<file path="config.mk">
export PLATFORM = sky130hd
export DESIGN_NAME = pipeline_stall_controller
export DESIGN_NICKNAME = d
export VERILOG_FILES = /design/src/rtl/pipeline_stall_controller.sv
export SDC_FILE = /design/constraint.sdc
export NUM_CORES = 1
export LEC_CHECK = 0
export BUFFER_PORTS_ARGS = -buffer_cell sky130_fd_sc_hd__buf_2
export CAP_MARGIN = 5
export CELL_PAD_IN_SITES_DETAIL_PLACEMENT = 1
export CELL_PAD_IN_SITES_GLOBAL_PLACEMENT = 1
export CORE_UTILIZATION = 36
export CTS_CLUSTER_SIZE = 24
export DETAILED_ROUTE_END_ITERATION = 8
export PLACE_DENSITY_LB_ADDON = 0.1
export SLEW_MARGIN = 15
export SYNTH_ARGS = -nofsm -noshare
export SYNTH_HDL_FRONTEND = slang
export SYNTH_SLANG_ARGS = --single-unit
</file>
<file path="constraint.sdc">
create_clock -name i_clk -period 3 [get_ports i_clk]
set_input_delay 0.15 -clock i_clk [delete_from_list [all_inputs] [get_ports i_clk]]
set_output_delay 0.15 -clock i_clk [all_outputs]
set_load 0.01 [all_outputs]
</file>
<file path="src/rtl/pipeline_stall_controller.sv">
// Stall/flush sequencer: merges load-use, taken-branch and memory-wait into prioritised pipeline controls.
// Optional stall-cycle counter built only when STALL_PERF_CNT_EN is defined.
module pipeline_stall_controller #(
    parameter int FLUSH_CYCLES = 1,
    parameter int MEM_TIMEOUT  = 15,
    parameter int CNT_W        = 16
) (
    input  logic             i_clk,
    input  logic             i_reset_n,
    input  logic [4:0]       i_if_id_rs1,
    input  logic [4:0]       i_if_id_rs2,
    input  logic [4:0]       i_id_ex_rd,
    input  logic             i_id_ex_mem_read,
    input  logic             i_ex_branch_taken,
    input  logic             i_mem_busy,
    output logic             o_pc_write,
    output logic             o_if_id_write,
    output logic             o_if_id_flush,
    output logic             o_id_ex_bubble,
    output logic             o_ex_mem_hold,
    output logic [1:0]       o_state,
    output logic             o_mem_timeout,
    output logic [CNT_W-1:0] o_stall_count
);

    typedef enum logic [1:0] {RUN = 2'd0, FLUSH = 2'd1, MEM_WAIT = 2'd2} state_t;

    localparam logic [2:0] FLUSH_RELOAD = 3'(FLUSH_CYCLES - 1);
    localparam logic [7:0] TIMEOUT_LIM  = 8'(MEM_TIMEOUT);

    state_t     state, state_nxt, eff;
    logic [2:0] flush_left, flush_left_nxt;
    logic [7:0] wait_cnt, wait_cnt_nxt;
    logic       timeout_q, timeout_nxt;
    logic       hazard, events_ok;

    assign hazard = i_id_ex_mem_read && (i_id_ex_rd != 5'd0) &&
                    ((i_id_ex_rd == i_if_id_rs1) || (i_id_ex_rd == i_if_id_rs2));

    always_comb begin
        state_nxt      = state;
        flush_left_nxt = flush_left;
        wait_cnt_nxt   = 8'd0;
        timeout_nxt    = timeout_q;
        eff            = RUN;
        events_ok      = 1'b1;
        o_pc_write     = 1'b0;
        o_if_id_write  = 1'b0;
        o_if_id_flush  = 1'b0;
        o_id_ex_bubble = 1'b0;
        o_ex_mem_hold  = 1'b0;

        if (i_mem_busy) begin
            o_ex_mem_hold = 1'b1;
            state_nxt     = MEM_WAIT;
            wait_cnt_nxt  = (wait_cnt == 8'hFF) ? wait_cnt : wait_cnt + 8'd1;
            if (wait_cnt_nxt >= TIMEOUT_LIM)
                timeout_nxt = 1'b1;
        end else begin
            // Release from MEM_WAIT behaves as the resumed state, but EX was frozen
            // so branch/hazard seen this cycle are stale and ignored.
            case (state)
                MEM_WAIT: begin
                    eff       = (flush_left != 3'd0) ? FLUSH : RUN;
                    events_ok = 1'b0;
                end
                FLUSH:   eff = FLUSH;
                default: eff = RUN;
            endcase

            if (eff == FLUSH) begin
                o_if_id_flush  = 1'b1;
                o_id_ex_bubble = 1'b1;
                o_pc_write     = 1'b1;
                if (events_ok && i_ex_branch_taken)
                    flush_left_nxt = FLUSH_RELOAD;
                else
                    flush_left_nxt = (flush_left != 3'd0) ? flush_left - 3'd1 : 3'd0;
                state_nxt = (flush_left_nxt != 3'd0) ? FLUSH : RUN;
            end else if (events_ok && i_ex_branch_taken) begin
                o_if_id_flush  = 1'b1;
                o_id_ex_bubble = 1'b1;
                o_pc_write     = 1'b1;
                flush_left_nxt = FLUSH_RELOAD;
                state_nxt      = (FLUSH_RELOAD != 3'd0) ? FLUSH : RUN;
            end else if (events_ok && hazard) begin
                o_id_ex_bubble = 1'b1;
                state_nxt      = RUN;
            end else begin
                o_pc_write    = 1'b1;
                o_if_id_write = 1'b1;
                state_nxt     = RUN;
            end
        end

        if (!i_reset_n) begin
            o_pc_write     = 1'b0;
            o_if_id_write  = 1'b0;
            o_if_id_flush  = 1'b1;
            o_id_ex_bubble = 1'b1;
            o_ex_mem_hold  = 1'b0;
        end
    end

    always_ff @(posedge i_clk or negedge i_reset_n) begin
        if (!i_reset_n) begin
            state      <= RUN;
            flush_left <= 3'd0;
            wait_cnt   <= 8'd0;
            timeout_q  <= 1'b0;
        end else begin
            state      <= state_nxt;
            flush_left <= flush_left_nxt;
            wait_cnt   <= wait_cnt_nxt;
            timeout_q  <= timeout_nxt;
        end
    end

    assign o_state       = i_reset_n ? state : 2'd0;
    assign o_mem_timeout = timeout_q;

`ifdef STALL_PERF_CNT_EN
    logic [CNT_W-1:0] stall_cnt;

    always_ff @(posedge i_clk or negedge i_reset_n) begin
        if (!i_reset_n)
            stall_cnt <= '0;
        else if (!o_pc_write && (stall_cnt != '1))
            stall_cnt <= stall_cnt + CNT_W'(1);
    end

    assign o_stall_count = stall_cnt;
`else
    assign o_stall_count = '0;
`endif

endmodule

</file>
==> out/results.tsv <==
metric	value	unit
status	complete, but fails checks	
violations	DRC	
synthMuxAreaShare	0	%
grt_pass1_wl	4210	um
hp-class	input pin to flop	
clk_pin_slew_worst_paths	0.09	ns
syn_area	0.00108	mm2
wl	2520	um
worstHoldStart	i_mem_busy	
p_per_area	354	mW/mm2
ys_async_sr_fraction	100	%
cts_hold_buf	1	
die_area	0.00323	mm2
die_w	56.9	um
final_common_cell	buf_2	
whs	0.0774	ns
nNetsFinal	180	
cpLargestDelayFamily	simple AND/OR/NAND/NOR gates	
min_period_over_period	72.1	%
dp_hpwl	1920	um
fin_crit	2.16	ns
ys_types	37	
viasPerCell	5.24	
regArea	350	um2
tns	0	ns
end_kind	output pin	
p_leak	0.582	nW
die_h	56.9	um
maxCapViolations	0	
area_delta_synth_final	12.0	%
critical_path.startpoint	state[1]	
clock_path_buffers	2	
layout-drive-gt1-share	19.9	%
yosysWarnings	0	
synth.avg_cell_area	8.33	um2
first_iter_violations	29	
diodes	0	
worstPathMaxFanout	3	
clock_latency	0.28	ns
vdd_drop_max	121	uV
cts_root_buffer	clkbuf_4	
yosys_most_used_dff	dfrtp_1	
maxSlewViolCount	0	
wl_per_cell	13.5	um
max_stage_delay	0.36	ns
synth_top_area_share	32.3	%
power	0.430	mW
slowest_stage	dfrtp_1	
ant_nets	0	
multi_input_area	621	um2
clock_skew	0.00165	ns
yosys.area_share.simple	21.7	%
hold_violations	0	
start_kind	flop	
rsz0062_at_grt	no	
antenna_found_initial	0	
start_util	38.6	%
htree_num_levels	1	
fillers	367	
yosys-top-cells-area	dfrtp_1, buf_4, xnor2_1	
ys_seq_elements	14	
synth-edff-count	0	
coreArea	0.00281	mm2
cp.required	2.85	ns
r2r_start	wait_cnt[0]	
crit_type	flop to output pin	
gp_congestion	0.757	
grt.overflow.total	0	
tightest_slew	0.493	ns
setup_viol	0	
final_cell_mix	buf_2, nor2_1, conb_1	
groute.usage.overall	16.9	%
synth_compound_area_share	16.1	%
synth_top_family_by_area	simple AND/OR/NAND/NOR gates	
synth_xor_area_share	10.5	%
cp_data_arrival_time	2.01	ns
rows	19	
io_pins	44	
numCtsBuffers	3	
via_count	979	
crit_buf_inv	2	
synth_fa_ha_area_share	3.46	%
syn_inst	130	
io_buffer_count	27	
slew_headroom	66.9	%
cts.sinks	14	
grt_pass1_vias	919	
cts_resized	0	
synth_largest_area_cell	dfrtp_1	
synth-seq-area-share	32.3	%
drc	4	
grt_max_degree	18	
dr.pass1.iters	6	
post_cts_buffers	0	
crit_chain	inv_1 > ha_1 > nor4_1 > o32ai_1 > and2_1 > a311o_1 > buf_2	
cts_tree	yes	
fmax	462	MHz
cell usage after synthesis (3+ instances only):
cell      count
a21oi_1       4
inv_1         6
buf_4        16
nand2_1       6
clkbuf_1      4
nor3_1        4
xnor2_1      11
nand3_1       3
nor2_1       17
ha_1          3
o21ai_0       5
a31oi_1       5
dfrtp_1      14
and2_1        3
worst paths after layout:
check                      slack, ns  depth (start not counted)        endpoint
setup / recovery                0.84                          7  o_id_ex_bubble
hold / removal                  0.08                          1        state[1]
setup reg to reg                1.32                          5   o_mem_timeout
hold reg to reg                 0.48                          2   o_mem_timeout
max in group asynchronous       2.40                          2     wait_cnt[1]
min in group asynchronous       0.32                          2   flush_left[0]
metrics by stage:
stage                     cells  worst slack, ns  instance area (um2)  util [%]
after global placement      182             1.25                 1170      41.6
after global routing        187            0.696                 1210      43.3
after CTS                   187            0.826                 1210      43.3
after floorplan             145             1.39                 1140         -
after detailed placement    182             1.15                 1170      41.6
final                       187            0.836                 1210      43.3
per-layer routing:
metal	track usage (%)	part of all wire, %
met1	21.0	45
met2	29.1	50
met3	2.76	4.8
met4	6.27	1.1
met5	0	0
power breakdown:
part / total (mW) / internal, mW / switching [mW]
Sequential: 0.202 / 0.195 / 0.00718
Clock: 0.138 / 0.0738 / 0.0639
Combinational: 0.0897 / 0.0365 / 0.0532
logic make-up (layout without fill, tap and decap cells):
group / count (synthesis) / in the layout
buf+inv: 27 / 38
other cells: 1 / 16
compound gates: 26 / 26
xor+xnor: 13 / 13
fa+ha+maj: 3 / 3
simple gates: 46 / 46
flops: 14 / 14
flip-flops by register name (all words and copies together), names as in the netlist:
signal         count
flush_left         3
state              2
o_mem_timeout      1
wait_cnt           8
area by class of cell:
cell class | instances | share of cell area, %
repair buffers | 28 | 12.0
inverters | 6 | 1.86
flip-flops and latches | 14 | 28.9
clock buffers | 4 | 2.99
multi-input cells | 104 | 51.1
well taps | 31 | 3.20
No activity file was read; power rests on OpenSTA's default activity.
